[config.mk]
export PLATFORM = sky130hd
export DESIGN_NAME = fir_seq
export DESIGN_NICKNAME = d
export VERILOG_FILES = /design/src/rtl/fir_pkg.sv /design/src/rtl/fir_dly.sv /design/src/rtl/fir_seq.sv
export SDC_FILE = /design/constraint.sdc
export NUM_CORES = 1
export LEC_CHECK = 0
export ABC_AREA = 1
export CAP_MARGIN = 30
export CORE_MARGIN = 2
export CORE_UTILIZATION = 59
export DETAILED_ROUTE_END_ITERATION = 10
export PLACE_DENSITY = 0.94
export RECOVER_POWER = 25
export SYNTH_ARGS = -nofsm -noshare
export SYNTH_HDL_FRONTEND = slang
export SYNTH_HIERARCHICAL = 1
export SYNTH_SLANG_ARGS = --single-unit
[constraint.sdc]
create_clock -name clk2 -period 2.7 [get_ports clk2]
set_clock_uncertainty 0.15 [all_clocks]
set_input_delay 0.405 -clock clk2 [delete_from_list [all_inputs] [get_ports clk2]]
set_output_delay 0.405 -clock clk2 [all_outputs]
set_load 0.01 [all_outputs]
[src/rtl/fir_pkg.sv]
// Shared constants for the FIR sequencer: default geometry, one-hot state
// encoding, FPALU opcodes and ALU A-source select codes.
package fir_pkg;

  localparam int NTAP_DEF    = 64;
  localparam int MUL_LAT_DEF = 4;
  localparam int ADD_LAT_DEF = 5;

  // Bit position matches the phase output: [0]LOAD .. [6]IDLE
  typedef enum logic [6:0] {
    S_LOAD     = 7'b000_0001,
    S_MUL      = 7'b000_0010,
    S_ACC_THRU = 7'b000_0100,
    S_ACC      = 7'b000_1000,
    S_NORM     = 7'b001_0000,
    S_DONE     = 7'b010_0000,
    S_IDLE     = 7'b100_0000
  } state_t;

  localparam logic [1:0] OP_MUL     = 2'b10;
  localparam logic [1:0] OP_ADD     = 2'b11;
  localparam logic [1:0] OP_ADDNORM = 2'b00;

  localparam logic [1:0] ASEL_DMEM = 2'b00;
  localparam logic [1:0] ASEL_SELF = 2'b01;
  localparam logic [1:0] ASEL_REGF = 2'b10;

endpackage

[src/rtl/fir_dly.sv]
// Fixed-length 1-bit shift delay with synchronous reset; output is the input
// delayed by exactly N cycles.
module fir_dly
  import fir_pkg::*;
#(
  parameter int N = MUL_LAT_DEF
) (
  input  logic clk,
  input  logic rst,
  input  logic d,
  output logic q
);

  logic [N-1:0] sr;

  always_ff @(posedge clk) begin
    if (rst) sr <= '0;
    else     sr <= N'({sr, d});
  end

  assign q = sr[N-1];

endmodule

[src/rtl/fir_seq.sv]
// Sequencer for a time-multiplexed FIR built around a pipelined FPALU.
// state    | meaning
// IDLE     | wait for sample_vld; coefficient writes may be granted
// LOAD     | write din into the data ring at wptr
// MUL      | issue NTAP multiplies, coefficient k against sample base-k
// ACC_THRU | first ADD_LAT adds feed the ALU result back to itself
// ACC      | fold remaining products from the register file
// NORM     | normalising add, then drain the add pipeline
// DONE     | one-cycle dout_vld
module fir_seq
  import fir_pkg::*;
#(
  parameter int NTAP    = NTAP_DEF,
  parameter int MUL_LAT = MUL_LAT_DEF,
  parameter int ADD_LAT = ADD_LAT_DEF
) (
  input  logic                    clk2,
  input  logic                    rst,
  input  logic                    sample_vld,
  input  logic                    cload_req,
  output logic                    cload_gnt,
  output logic [6:0]              phase,
  output logic                    alu_en,
  output logic [1:0]              alu_opcode,
  output logic [1:0]              asel,
  output logic                    dmem_we,
  output logic [$clog2(NTAP)-1:0] dmem_addr,
  output logic [$clog2(NTAP)-1:0] cmem_addr,
  output logic                    regf_we,
  output logic [$clog2(NTAP)-1:0] regf_waddr,
  output logic [$clog2(NTAP)-1:0] regf_raddr,
  output logic                    dout_vld,
  output logic                    overrun
);

  localparam int AW = $clog2(NTAP);
  localparam int CW = $clog2(2*NTAP);

  localparam logic [CW-1:0] MUL_LD  = CW'(NTAP-1);
  localparam logic [CW-1:0] THRU_LD = CW'(ADD_LAT-1);
  localparam logic [CW-1:0] ACC_LD  = CW'(NTAP-ADD_LAT-1);
  localparam logic [CW-1:0] NORM_LD = CW'(ADD_LAT-1);

  state_t        state;
  logic [CW-1:0] cnt;
  logic [AW-1:0] wptr;
  logic [AW-1:0] base;
  logic          mul_issue;

  assign phase     = state;
  assign mul_issue = alu_en && (state == S_MUL);
  // A sample arriving in the same IDLE cycle takes priority over a coefficient write
  assign cload_gnt = (state == S_IDLE) && cload_req && !sample_vld;

  fir_dly #(.N(MUL_LAT)) u_dly (
    .clk (clk2),
    .rst (rst),
    .d   (mul_issue),
    .q   (regf_we)
  );

  always_ff @(posedge clk2) begin
    if (rst) begin
      state      <= S_IDLE;
      cnt        <= '0;
      wptr       <= '0;
      base       <= '0;
      dmem_addr  <= '0;
      cmem_addr  <= '0;
      regf_waddr <= '0;
      regf_raddr <= '0;
      alu_en     <= 1'b0;
      alu_opcode <= OP_ADDNORM;
      asel       <= ASEL_DMEM;
      dmem_we    <= 1'b0;
      dout_vld   <= 1'b0;
      overrun    <= 1'b0;
    end else begin
      if (sample_vld && (state != S_IDLE)) overrun <= 1'b1;

      if (state == S_LOAD)  regf_waddr <= '0;
      else if (regf_we)     regf_waddr <= regf_waddr + 1'b1;

      unique case (state)
        S_IDLE: begin
          if (sample_vld) begin
            state     <= S_LOAD;
            base      <= wptr;
            dmem_we   <= 1'b1;
            dmem_addr <= wptr;
          end
        end
        S_LOAD: begin
          state      <= S_MUL;
          cnt        <= MUL_LD;
          wptr       <= wptr + 1'b1;
          dmem_we    <= 1'b0;
          alu_en     <= 1'b1;
          alu_opcode <= OP_MUL;
          asel       <= ASEL_DMEM;
          cmem_addr  <= '0;
          dmem_addr  <= base;
        end
        S_MUL: begin
          if (cnt == '0) begin
            state      <= S_ACC_THRU;
            cnt        <= THRU_LD;
            alu_opcode <= OP_ADD;
            asel       <= ASEL_SELF;
          end else begin
            cnt       <= cnt - 1'b1;
            cmem_addr <= cmem_addr + 1'b1;
            dmem_addr <= dmem_addr - 1'b1;
          end
        end
        S_ACC_THRU: begin
          if (cnt == '0) begin
            state      <= S_ACC;
            cnt        <= ACC_LD;
            asel       <= ASEL_REGF;
            regf_raddr <= AW'(ADD_LAT);
          end else begin
            cnt <= cnt - 1'b1;
          end
        end
        S_ACC: begin
          if (cnt == '0) begin
            state      <= S_NORM;
            cnt        <= NORM_LD;
            alu_opcode <= OP_ADDNORM;
            asel       <= ASEL_REGF;
          end else begin
            cnt        <= cnt - 1'b1;
            regf_raddr <= regf_raddr + 1'b1;
          end
        end
        S_NORM: begin
          if (cnt == '0) begin
            state      <= S_DONE;
            alu_en     <= 1'b0;
            alu_opcode <= OP_ADDNORM;
            asel       <= ASEL_DMEM;
            dout_vld   <= 1'b1;
          end else begin
            cnt  <= cnt - 1'b1;
            asel <= ASEL_DMEM;
          end
        end
        S_DONE: begin
          state    <= S_IDLE;
          dout_vld <= 1'b0;
        end
        default: state <= S_IDLE;
      endcase
    end
  end

endmodule

==> Implementation_results.wiki, run 1 <==
{| class="wikitable"
! Metric !! Value
|-
| Post-route design area || 3930 um^2
|-
| Antenna Violating Nets Remaining || 0
|-
| Area of the die || 6080 um^2
|-
| Register-to-register path setup slack || 330 ps
|-
| Worst stage delay on the critical path || 530 ps
|-
| Final WS setup || 160 ps
|-
| Number of global-route vias before repair || 3165
|-
| Final WL || 8.18 mm
|-
| Run status || completed
|-
| Clock latency at the later pin of the worst-skew pair || 340 ps
|-
| CP Data Arrival Time || 1980 ps
|-
| Least-Margin Pin Slew || 1110 ps
|-
| Yosys synthesis warning count || 6
|-
| Initial detailed-routing violation count || 348
|-
| Clock H-tree levels || 3
|-
| Mean cell area of the mapped netlist || 6.73 um^2
|-
| Clock tree root driver cell || clkbuf_8
|-
| Met3 track demand over resource || 0.0535
|-
| Combinational cell fraction of total power || 0.261
|-
| Required arrival time at the worst endpoint || 2140 ps
|-
| Num CTS Buffers || 9
|-
| Number of antenna violations at the first check in global routing || 0
|-
| Drt wl/cell || 13.6 um
|-
| Share of layout cells above drive strength 1 || 0.0901
|-
| Relative area change from synthesis to final layout || 21.9%
|-
| Startpoint type of the worst setup path || register
|-
| Largest net degree at the start of global routing || 24
|-
| Switching part of the total power || 0.326
|-
| Nets in the synthesized netlist || 490
|-
| Worst r2r path cells || 11
|-
| Floorplan die width || 78.0 um
|-
| Hold Path Cell Cnt || 2
|-
| Final Non-Filler Cells || 603
|-
| Leakage power of the design || 1.75 nW
|-
| Clk slew on worst S/H paths || 70 ps
|-
| Sequential fraction of the synthesis area || 0.384
|-
| Total I/O pin count || 45
|-
| Relative contribution of sequential cells to total power || 0.399
|-
| First drt pass iteration count || 5
|-
| Routability-driven placement congestion ratio || 0.906
|-
| Total via count in the routed design || 3298
|-
| Pre-CTS setup slack || 415 ps
|-
| Setup total negative slack || 0 ps
|-
| Post_cts resized || 0
|-
| Setup repair after global routing missed its margin || false
|-
| Share of power burned in the clock network || 0.340
|-
| Slew Limit Fails || 0
|-
| Class of the most critical hold timing path || reg -> reg
|-
| Cell-by-cell trace of the critical path || nor2_1 -> nand2_2 -> inv_2 -> nand2_2 -> inv_2 -> nand2_2 -> nor2_1 -> clkdlybuf4s50_1
|-
| Max transition margin || 0.257
|-
| Count of hold buffers inserted by post-cts repair || 0
|-
| Placement-stage cell area || 3740 um^2
|-
| Detail Placement HPWL || 5.78 mm
|-
| Mapped cell area || 3230 um^2
|-
| Number of synthesized register bits || 62
|-
| Capturing element type of the critical path || output port
|-
| Final hold vios || 0
|-
| Cell repeated most along the worst path || nand2_2
|-
| Final period demand of the worst path || 2540 ps
|-
| Synthesized netlist cell count || 480
|-
| Total chip power || 2.62 mW
|-
| Total overflow reported by the global router || 0
|-
| Setup-failing EPs final || 0
|-
| Period utilisation layout || 0.941
|-
| Max clock buf depth || 2
|-
| Hold path startpoint || u_dly/sr[1]
|-
| Post-CTS Setup Bufs || 0
|-
| Worst R2R End || dmem_addr[0]
|-
| Antenna diode instance count || 0
|-
| Switching power || 0.854 mW
|-
| Max Clk Rate || 0.394 GHz
|-
| Drc violations || 0
|-
| Slowest library cell on the worst path || clkdlybuf4s50_1
|-
| Routing usage on met1 || 0.347
|-
| Port buffer count || 44
|-
| Wire length of the first global-routing pass || 14.1 mm
|-
| Initial core utilization || 0.620
|-
| Worst min-delay path endpoint || u_dly/sr[2]
|-
| Global-route met2 utilization || 0.486
|-
| Core footprint || 5200 um^2
|-
| Start of the worst register-to-register path || cnt[0]
|-
| Total number of placement rows || 26
|-
| Gr usage total || 0.286
|-
| Int Pwr || 1.76 mW
|-
| Power Dens Cells || 665 nW/um^2
|-
| Gr busiest metal || met2
|-
| Number of different library cells in the post-synthesis netlist || 35
|-
| Number of clock sinks seen by CTS || 62
|-
| CTS tree || done
|-
| Floorplan die height || 78.0 um
|-
| Max capacitance violation total || 0
|-
| Critical path fanouts, max || 6
|-
| Number of placed instances with taps included || 587
|-
| Worst ir drop on vdd || 0.453 mV
|-
| Count of nets after finishing || 538
|-
| Category of the critical setup timing path || reg -> out
|-
| Ratio of routed vias to standard cells || 5.47
|}
registers in the layout (all words and copies together) (netlist names), 6 cells and up:
name	count
phase	7
cnt	7
wptr	6
dmem_addr	6
regf_raddr	6
cmem_addr	6
base	6
regf_waddr	6
metrics by stage:
step | util | hold slack [ps]
6_report | 0.756 | 256
5_1_grt | 0.756 | 267
4_1_cts | 0.760 | 258
3_5_place_dp | 0.718 | 248
3_3_place_gp | 0.718 | 244
2_1_floorplan | - | 238
cell usage after synthesis (all sizes together):
cell type  count  area, um^2
a211oi         1        7.51
a21oi         33         165
a31oi          1        6.26
buf            6        33.8
clkbuf         3        11.3
clkinv         1        3.75
dfxtp         62        1240
ha             6        75.1
inv           56         210
mux2i          1        10.0
nand2        134         543
nand3         41         218
nand3b         1        7.51
nand4          8        50.1
nor2          81         375
nor3           8        45.0
nor3b          3        22.5
o211ai         1        7.51
o21ai         24         124
o21bai         1        7.51
o31ai          1        7.51
or2            2        12.5
xor2           5        43.8
cell families (layout without fill, tap and decap cells):
family / count (synthesis) / after routing / share of synthesized area
AO/OA/AOI/OAI: 62 / 62 / 0.101
XOR/XNOR: 5 / 5 / 0.0136
multiplexers: 1 / 1 / 0.00310
buffers and inverters: 66 / 119 / 0.0802
adder cells (fa/ha/maj): 6 / 6 / 0.0233
AND/OR/NAND/NOR: 278 / 278 / 0.395
flip-flops: 62 / 62 / 0.384
layer usage:
metal / vias up / wire length, um
met3: 19 / 483
met2: 138 / 3970
met4: 0 / 132
met5: - / 0
li1: 1631 / -
met1: 1510 / 3600
power groups by stage:
stage,clock network (mW),logic (mW),registers (mW)
floorplan,0,0.473,1.07
global placement,0,0.646,1.06
detailed placement,0,0.680,1.06
CTS,0.893,0.687,1.04
global route,0.927,0.768,1.05
finish,0.889,0.683,1.04
worst max path at each step:
stage / startpoint / to / slack [ps] / cells past startpoint
2_1_floorplan: cnt[0] / phase[1] / 900 / 11
4_1_cts: phase[1] / cload_gnt / 160 / 8
6_report: phase[1] / cload_gnt / 160 / 8
5_1_grt: phase[0] / cload_gnt / 30 / 8
3_5_place_dp: cnt[0] / dmem_addr[0] / 410 / 11
3_3_place_gp: sample_vld / cload_gnt / 470 / 5
layout make-up:
class                           instances  area [um^2]
Clock buffer                           12          145
Clock inverter                          4         70.1
Fill cell                             389         1270
Inverter                               57          214
Multi-Input combinational cell        352         1730
Sequential cell                        62         1240
Tap cell                               70         87.6
Timing Repair Buffer                   46          448
critical path: cells and delay by family (launching register included):
| kind | cells | cell delay, ps |
|---|---|---|
| AND/OR/NAND/NOR | 5 | 580 |
| buffers and inverters | 3 | 700 |
| flip-flops | 1 | 370 |
layout by cell type (no fill, tap or decap), types with 2 or more instances in the layout:
master,instances
nand2_1,124
nor2_2,4
nor3_1,7
clkbuf_1,4
nand2_4,3
dfxtp_1,62
a21oi_1,33
nor2_1,70
xor2_1,5
dlygate4sd3_1,15
clkdlybuf4s50_1,29
clkinv_2,2
nand3_1,40
nand4_1,8
nor3b_1,3
ha_1,6
inv_2,8
inv_1,48
bufinv_16,2
clkbuf_8,10
o21ai_1,2
o21ai_0,21
nor2_4,6
or2_2,2
nand2_2,7
No activity file was read; power rests on OpenSTA's default activity.
==> run 2, diff against run 1 <==
- CORE_UTILIZATION: 59 -> 49
- PLACE_DENSITY: 0.94 -> 0.85
- clock period: 2.7 -> 2.2 ns (I/O delays scaled with it)
==> run 2 against run 1 <==
  * Global-route usage decreased by 6.0 points
  * Setup slack worse by 45 ps
  * Final cell count increased by 3.0%
  * Combinational power up 32%
  * Non-clock buffer count grew 12
  * First-iteration DRC count decreased by 30%
  * Clock power is 15% higher
  * Worst hold slack got worse by 2.7 ps
  * Sequential power up 23%
  * Core utilization fell by 13 points
  * Largest power group unchanged
  * Highest routed layer unchanged
==> Implementation_results.wiki, run 2 (synthesized netlist as in run 1, its figures left out) <==
{| class="wikitable"
! Metric !! Value
|-
| Run status || completed
|-
| Power Dens Cells || 798 nW/um^2 (+20%)
|-
| Max clock buf depth || 2 (unchanged)
|-
| Clock tree root driver cell || clkbuf_8
|-
| Layout filler cell count || 562 (+44%)
|-
| Final WL || 7.88 mm (-3.8%)
|-
| Pre-CTS setup slack || 86.6 ps (-328 ps)
|-
| Hold Path Cell Cnt || 2 (unchanged)
|-
| Total via count in the routed design || 3250 (-1.5%)
|-
| Commonest cells after routing, fill and taps aside || nand2_1 (124), nor2_1 (69), dfxtp_1 (62), inv_1 (48), clkdlybuf4s50_1 (41)
|-
| Wire length of the first global-routing pass || 13.3 mm (-5.4%)
|-
| Drt wl/cell || 12.7 um (-6.5%)
|-
| Class of the most critical hold timing path || reg -> reg
|-
| Cell repeated most along the worst path || nand2_2
|-
| Relative area change from synthesis to final layout || 24.1%
|-
| Final WS setup || 115 ps (-45.2 ps)
|-
| Core footprint || 6350 um^2 (+22%)
|-
| Count of nets after finishing || 550 (+2.2%)
|-
| Ratio of routed vias to standard cells || 5.23 (-4.3%)
|-
| Leakage power of the design || 1.75 nW (+0.34%)
|-
| Detail Placement HPWL || 5.61 mm (-2.9%)
|-
| CTS tree || done
|-
| Worst ir drop on vdd || 0.434 mV (-4.1%)
|-
| Final hold vios || 0 (unchanged)
|-
| CP Data Arrival Time || 1600 ps (-380 ps)
|-
| Setup repair after global routing missed its margin || false
|-
| Antenna Violating Nets Remaining || 0 (unchanged)
|-
| Total number of placement rows || 29 (+12%)
|-
| Startpoint type of the worst setup path || register
|-
| Drc violations || 0 (unchanged)
|-
| Most common cell after layout, fill and taps aside || nand2_1
|-
| Number of global-route vias before repair || 2986 (-5.7%)
|-
| Gr usage total || 0.226 (-0.0598)
|-
| Num CTS Buffers || 9 (unchanged)
|-
| Total chip power || 3.20 mW (+22%)
|-
| Worst r2r path cells || 8 (-3)
|-
| Category of the critical setup timing path || reg -> out
|-
| Capturing element type of the critical path || output port
|-
| Critical path fanouts, max || 5 (-1)
|-
| Slew Limit Fails || 0 (unchanged)
|-
| Worst stage delay on the critical path || 330 ps (-200 ps)
|-
| Setup total negative slack || 0 ps (unchanged)
|-
| Clock H-tree levels || 3 (unchanged)
|-
| Least-Margin Pin Slew || 1110 ps (-4.89 ps)
|-
| Final period demand of the worst path || 2080 ps
|-
| Port buffer count || 44 (unchanged)
|-
| Number of clock sinks seen by CTS || 62 (unchanged)
|-
| Floorplan die width || 85.2 um (+9.2%)
|-
| Required arrival time at the worst endpoint || 1720 ps (-420 ps)
|-
| Initial detailed-routing violation count || 243 (-30%)
|-
| Number of antenna violations at the first check in global routing || 0 (unchanged)
|-
| Floorplan die height || 85.2 um (+9.2%)
|-
| Max capacitance violation total || 0 (unchanged)
|-
| Max transition margin || 0.261 (+0.00326)
|-
| Antenna diode instance count || 0 (unchanged)
|-
| Area occupied by multi-input gates || 1730 um^2 (-0.15%)
|-
| Total I/O pin count || 45 (unchanged)
|-
| Initial core utilization || 0.508 (-0.112)
|-
| Setup-failing EPs final || 0 (unchanged)
|-
| Largest net degree at the start of global routing || 24 (unchanged)
|-
| Max Clk Rate || 0.480 GHz
|-
| First drt pass iteration count || 5 (unchanged)
|-
| Clock latency at the later pin of the worst-skew pair || 340 ps (about the same)
|-
| Total area of sequential cells || 1240 um^2 (unchanged)
|-
| Period utilisation layout || 0.948
|-
| Share of layout cells above drive strength 1 || 0.107 (+0.0166)
|-
| Clk slew on worst S/H paths || 70 ps (about the same)
|-
| Total overflow reported by the global router || 0 (unchanged)
|-
| Routability-driven placement congestion ratio || 0.906 (about the same)
|-
| Cell-by-cell trace of the critical path || nor2_2 -> nand2_2 -> inv_2 -> nand2_2 -> inv_2 -> nand2_2 -> nor2_1 -> dlygate4sd2_1
|-
| Slowest library cell on the worst path || dfxtp_1
|-
| Area of the die || 7250 um^2 (+19%)
|}
[run 2: cell count changes in the layout (fill, tap and decap cells not counted), sizes merged]
cell           before  now
dlygate4sd3        15    2
clkdlybuf4s50      29   41
buf                 0   10
clkbuf             14   16
bufinv              2    1
dlygate4sd2         0    1
[run 2: what timing repair did]
item / in CTS / in global routing
endpoints found under the hold margin: 0 / 0
setup endpoints to repair: 1 / 0
gates resized for setup: 2 / 0
hold buffers: 0 / 0
buffers inserted: 1 / 0
[run 2: worst paths after layout]
| path | slack, ps | start | end |
|---|---|---|---|
| worst max-delay path | 120 | phase[0] | cload_gnt |
| worst min-delay path | 250 | u_dly/sr[0] | u_dly/sr[1] |
| worst max register to register | 310 | phase[3] | wptr[4] |
| worst min register to register | 250 | u_dly/sr[0] | u_dly/sr[1] |
[run 2: power by group]
group          switching (mW)  total, mW  internal [mW]
Combinational           0.560      0.903          0.343
Sequential             0.0644       1.28           1.21
Clock                   0.437       1.02          0.579
[run 2: per-stage QoR]
stage / instance area (um^2) / hold slack, ps / util / std cells
after floorplan: 3230 / 238 / - / 480
after global placement: 3820 / 245 / 0.601 / 605
after detailed placement: 3820 / 247 / 0.601 / 605
after CTS: 4030 / 258 / 0.634 / 621
after global routing: 4010 / 274 / 0.631 / 621
final: 4010 / 253 / 0.631 / 621
[run 2: critical path: cells and delay by family, from the launching register on]
kind	cells	cell delay (ps)
simple gates	5	500
buf+inv	3	430
flops	1	330
[run 2: final cells by class]
| class | count | share of cell area |
|---|---|---|
| flip-flops and latches | 62 | 0.310 |
| multi-input cells | 352 | 0.431 |
| repair buffers | 58 | 0.132 |
| inverters | 57 | 0.0534 |
| clock inverters | 3 | 0.0109 |
| well taps | 77 | 0.0241 |
| clock buffers | 12 | 0.0387 |
[run 2: per-layer routing]
| layer | up-vias | GRT usage | part of all wire |
|---|---|---|---|
| met5 | - | 0 | 0 |
| met3 | 20 | 0.0496 | 0.061 |
| li1 | 1648 | - | - |
| met4 | 0 | 0.0981 | 0.019 |
| met2 | 108 | 0.339 | 0.45 |
| met1 | 1474 | 0.313 | 0.47 |
==> run 3, diff against run 2 <==
- GPL_TIMING_DRIVEN: not set -> 0
- REMOVE_ABC_BUFFERS: not set -> 1
==> run 3 against run 2 <==
  * Maximum frequency up 0.12%
  * Combinational power increased by 1%
  * Final area grew 1.7%
  * Final cell count shrank 1.1%
  * Count of clock-buffer cells in the layout down 2
  * Die area unchanged
  * Routed wire length rose by 2.3%
  * Core utilization is 1.1 points higher
  * Critical path type unchanged
  * Largest cell class unchanged
  * Largest power group is now clock
==> Implementation_results.wiki, run 3 (synthesized netlist as in run 1, its figures left out) <==
{| class="wikitable"
! Metric !! Value
|-
| Run status || completed
|-
| Post-route design area || 4080 um^2 (+1.7%)
|-
| WL met2 || 3.88 mm (+8.9%)
|-
| Switching part of the total power || 0.310 (-0.0220)
|-
| Drt wl/cell || 13.1 um (+3.5%)
|-
| Largest net degree at the start of global routing || 26 (+8.3%)
|-
| Antenna diode instance count || 0 (unchanged)
|-
| Max Used Layer || met4
|-
| Critical path fanouts, max || 6 (+1)
|-
| Final core utilization || 0.642 (+0.0110)
|-
| Gr usage total || 0.229 (+0.00259)
|-
| Final hold vios || 0 (unchanged)
|-
| Total chip power || 3.55 mW (+11%)
|-
| Switching power || 1.10 mW (+3.7%)
|-
| Power Dens Cells || 871 nW/um^2 (+9.1%)
|-
| Setup-failing EPs final || 0 (unchanged)
|-
| Start of the worst register-to-register path || cnt[0]
|-
| Number of antenna violations at the first check in global routing || 0 (unchanged)
|-
| Max capacitance violation total || 0 (unchanged)
|-
| Max Clk Rate || 0.480 GHz (+0.12%)
|-
| Routed metal-1 wirelength || 3.53 mm (-4.1%)
|-
| Final Non-Filler Cells || 614 (-1.1%)
|-
| Floorplan die height || 85.2 um (unchanged)
|-
| Number of clock sinks seen by CTS || 62 (unchanged)
|-
| Detail Route met3 WL || 469 um (-2.1%)
|-
| Core footprint || 6350 um^2 (unchanged)
|-
| Combinational cell fraction of total power || 0.258 (-0.025)
|-
| Category of the critical setup timing path || reg -> out
|-
| Wire length of the first global-routing pass || 13.5 mm (+1.5%)
|-
| Floorplan die width || 85.2 um (unchanged)
|-
| Relative area change from synthesis to final layout || 26.2%
|-
| First drt pass iteration count || 5 (unchanged)
|-
| Area of the die || 7250 um^2 (unchanged)
|-
| Class of the most critical hold timing path || reg -> reg
|-
| Clock latency at the later pin of the worst-skew pair || 350 ps (about the same)
|-
| Count of nets after finishing || 542 (-1.5%)
|-
| Least-Margin Pin Slew || 669 ps (-440 ps)
|-
| Share of power burned in the clock network || 0.381 (+0.063)
|-
| Startpoint type of the worst setup path || register
|-
| Capturing element type of the critical path || output port
|-
| Period utilisation layout || 0.946 (-0.00117)
|-
| Worst ir drop on vdd || 0.581 mV (+34%)
|-
| Most common cell after layout, fill and taps aside || nand2_1
|-
| Detail Placement HPWL || 5.36 mm (-4.6%)
|-
| Max clock buf depth || 2 (unchanged)
|-
| CP Data Arrival Time || 1600 ps (about the same)
|-
| Antenna Violating Nets Remaining || 0 (unchanged)
|-
| Routability-driven placement congestion ratio || 0.855 (-5.7%)
|-
| Clock tree root driver cell || clkbuf_8
|-
| Placement-stage cell area || 3720 um^2 (-2.6%)
|-
| Slew Limit Fails || 0 (unchanged)
|-
| Number of placed instances with taps included || 592 (-2.1%)
|-
| Num CTS Buffers || 9 (unchanged)
|-
| Commonest cells after routing, fill and taps aside || nand2_1 (123), nor2_1 (69), dfxtp_1 (61), inv_1 (47), clkdlybuf4s50_1 (42)
|-
| Relative contribution of sequential cells to total power || 0.361 (-0.038)
|-
| Initial core utilization || 0.508 (unchanged)
|-
| Int Pwr || 2.45 mW (+15%)
|-
| Total via count in the routed design || 3296 (+1.4%)
|-
| Final WL || 8.06 mm (+2.3%)
|-
| Total overflow reported by the global router || 0 (unchanged)
|-
| Total number of placement rows || 29 (unchanged)
|-
| Max transition margin || 0.552 (+0.292)
|-
| Final period demand of the worst path || 2080 ps (-2.57 ps)
|-
| Leakage power of the design || 1.75 nW (-0.26%)
|-
| Hold path startpoint || u_dly/sr[2]
|-
| Port buffer count || 44 (unchanged)
|-
| CTS tree || done
|-
| Total I/O pin count || 45 (unchanged)
|-
| Number of global-route vias before repair || 3072 (+2.9%)
|-
| Required arrival time at the worst endpoint || 1720 ps (about the same)
|-
| Share of layout cells above drive strength 1 || 0.119 (+0.0126)
|-
| Drc violations || 0 (unchanged)
|-
| Ratio of routed vias to standard cells || 5.37 (+2.6%)
|-
| Crit path from || phase[1]
|-
| Clock H-tree levels || 3 (unchanged)
|-
| Initial detailed-routing violation count || 209 (-14%)
|-
| Clk slew on worst S/H paths || 70 ps (about the same)
|}
==> run 3: cell types whose count changed in the layout (fill, tap and decap cells not counted), sizes merged <==
| cell | previous run | this run |
|---|---|---|
| clkbuf | 16 | 11 |
| dlygate4sd2 | 1 | 0 |
| clkinv | 3 | 1 |
| inv | 56 | 55 |
| dlygate4sd3 | 2 | 0 |
| buf | 10 | 5 |
| clkdlybuf4s50 | 41 | 42 |
| bufinv | 1 | 4 |
| clkinvlp | 0 | 4 |
| clkdlybuf4s15 | 0 | 1 |
==> run 3: final cells by class <==
type,count,area (um^2)
Multi-Input combinational cell,352,1750
Sequential cell,62,1240
Clock buffer,10,138
Tap cell,77,96.3
Timing Repair inverter,1,7.51
Fill cell,563,2270
Clock inverter,6,133
Inverter,57,224
Timing Repair Buffer,49,487
==> run 3: worst max-delay path, cell delays in order (launching register included) <==
cell and delay, ps:
dfxtp_1 370, nor2_2 180, nand2_2 100, inv_2 70, nand2_2 100, inv_4 90, nand2_2 90, nor2_1 110
clkbuf_2 140
==> run 3: layer usage <==
metal | vias up | global-route usage
met3 | 24 | 0.0574
met4 | 0 | 0.0938
met1 | 1520 | 0.293
met5 | - | 0
li1 | 1641 | -
met2 | 111 | 0.367
==> run 3: path summary, 6_finish.rpt <==
path                        to  slack (ps)  depth (start not counted)
hold / removal     u_dly/sr[3]         260                          2
setup reg to reg  dmem_addr[4]         130                         12
setup / recovery     cload_gnt         120                          8
hold reg to reg    u_dly/sr[3]         260                          2
==> run 3: what timing repair did <==
action	CTS	global route
pin swaps	1	4
setup buffers	0	5
gates resized for setup	10	6
cloned	1	0
hold buffers	0	0
setup endpoints to repair	40	7
==> run 3: power by group through the flow <==
stage / Combinational, mW / Sequential [mW] / Clock (mW)
global route: 1.02 / 1.29 / 1.41
CTS: 0.848 / 1.28 / 1.37
detailed placement: 0.825 / 1.30 / 0
global placement: 0.799 / 1.30 / 0
finish: 0.916 / 1.28 / 1.35
floorplan: 0.546 / 1.32 / 0
==> run 3: metrics by stage <==
stage	setup TNS (ps)	hold slack (ps)	worst slack, ps
after detailed placement	-23020	250	-875
final	0	258	118
after floorplan	0	238	286
after CTS	-34.4	255	-34.4
after global routing	-38.6	289	-38.6
after global placement	-20260	243	-773
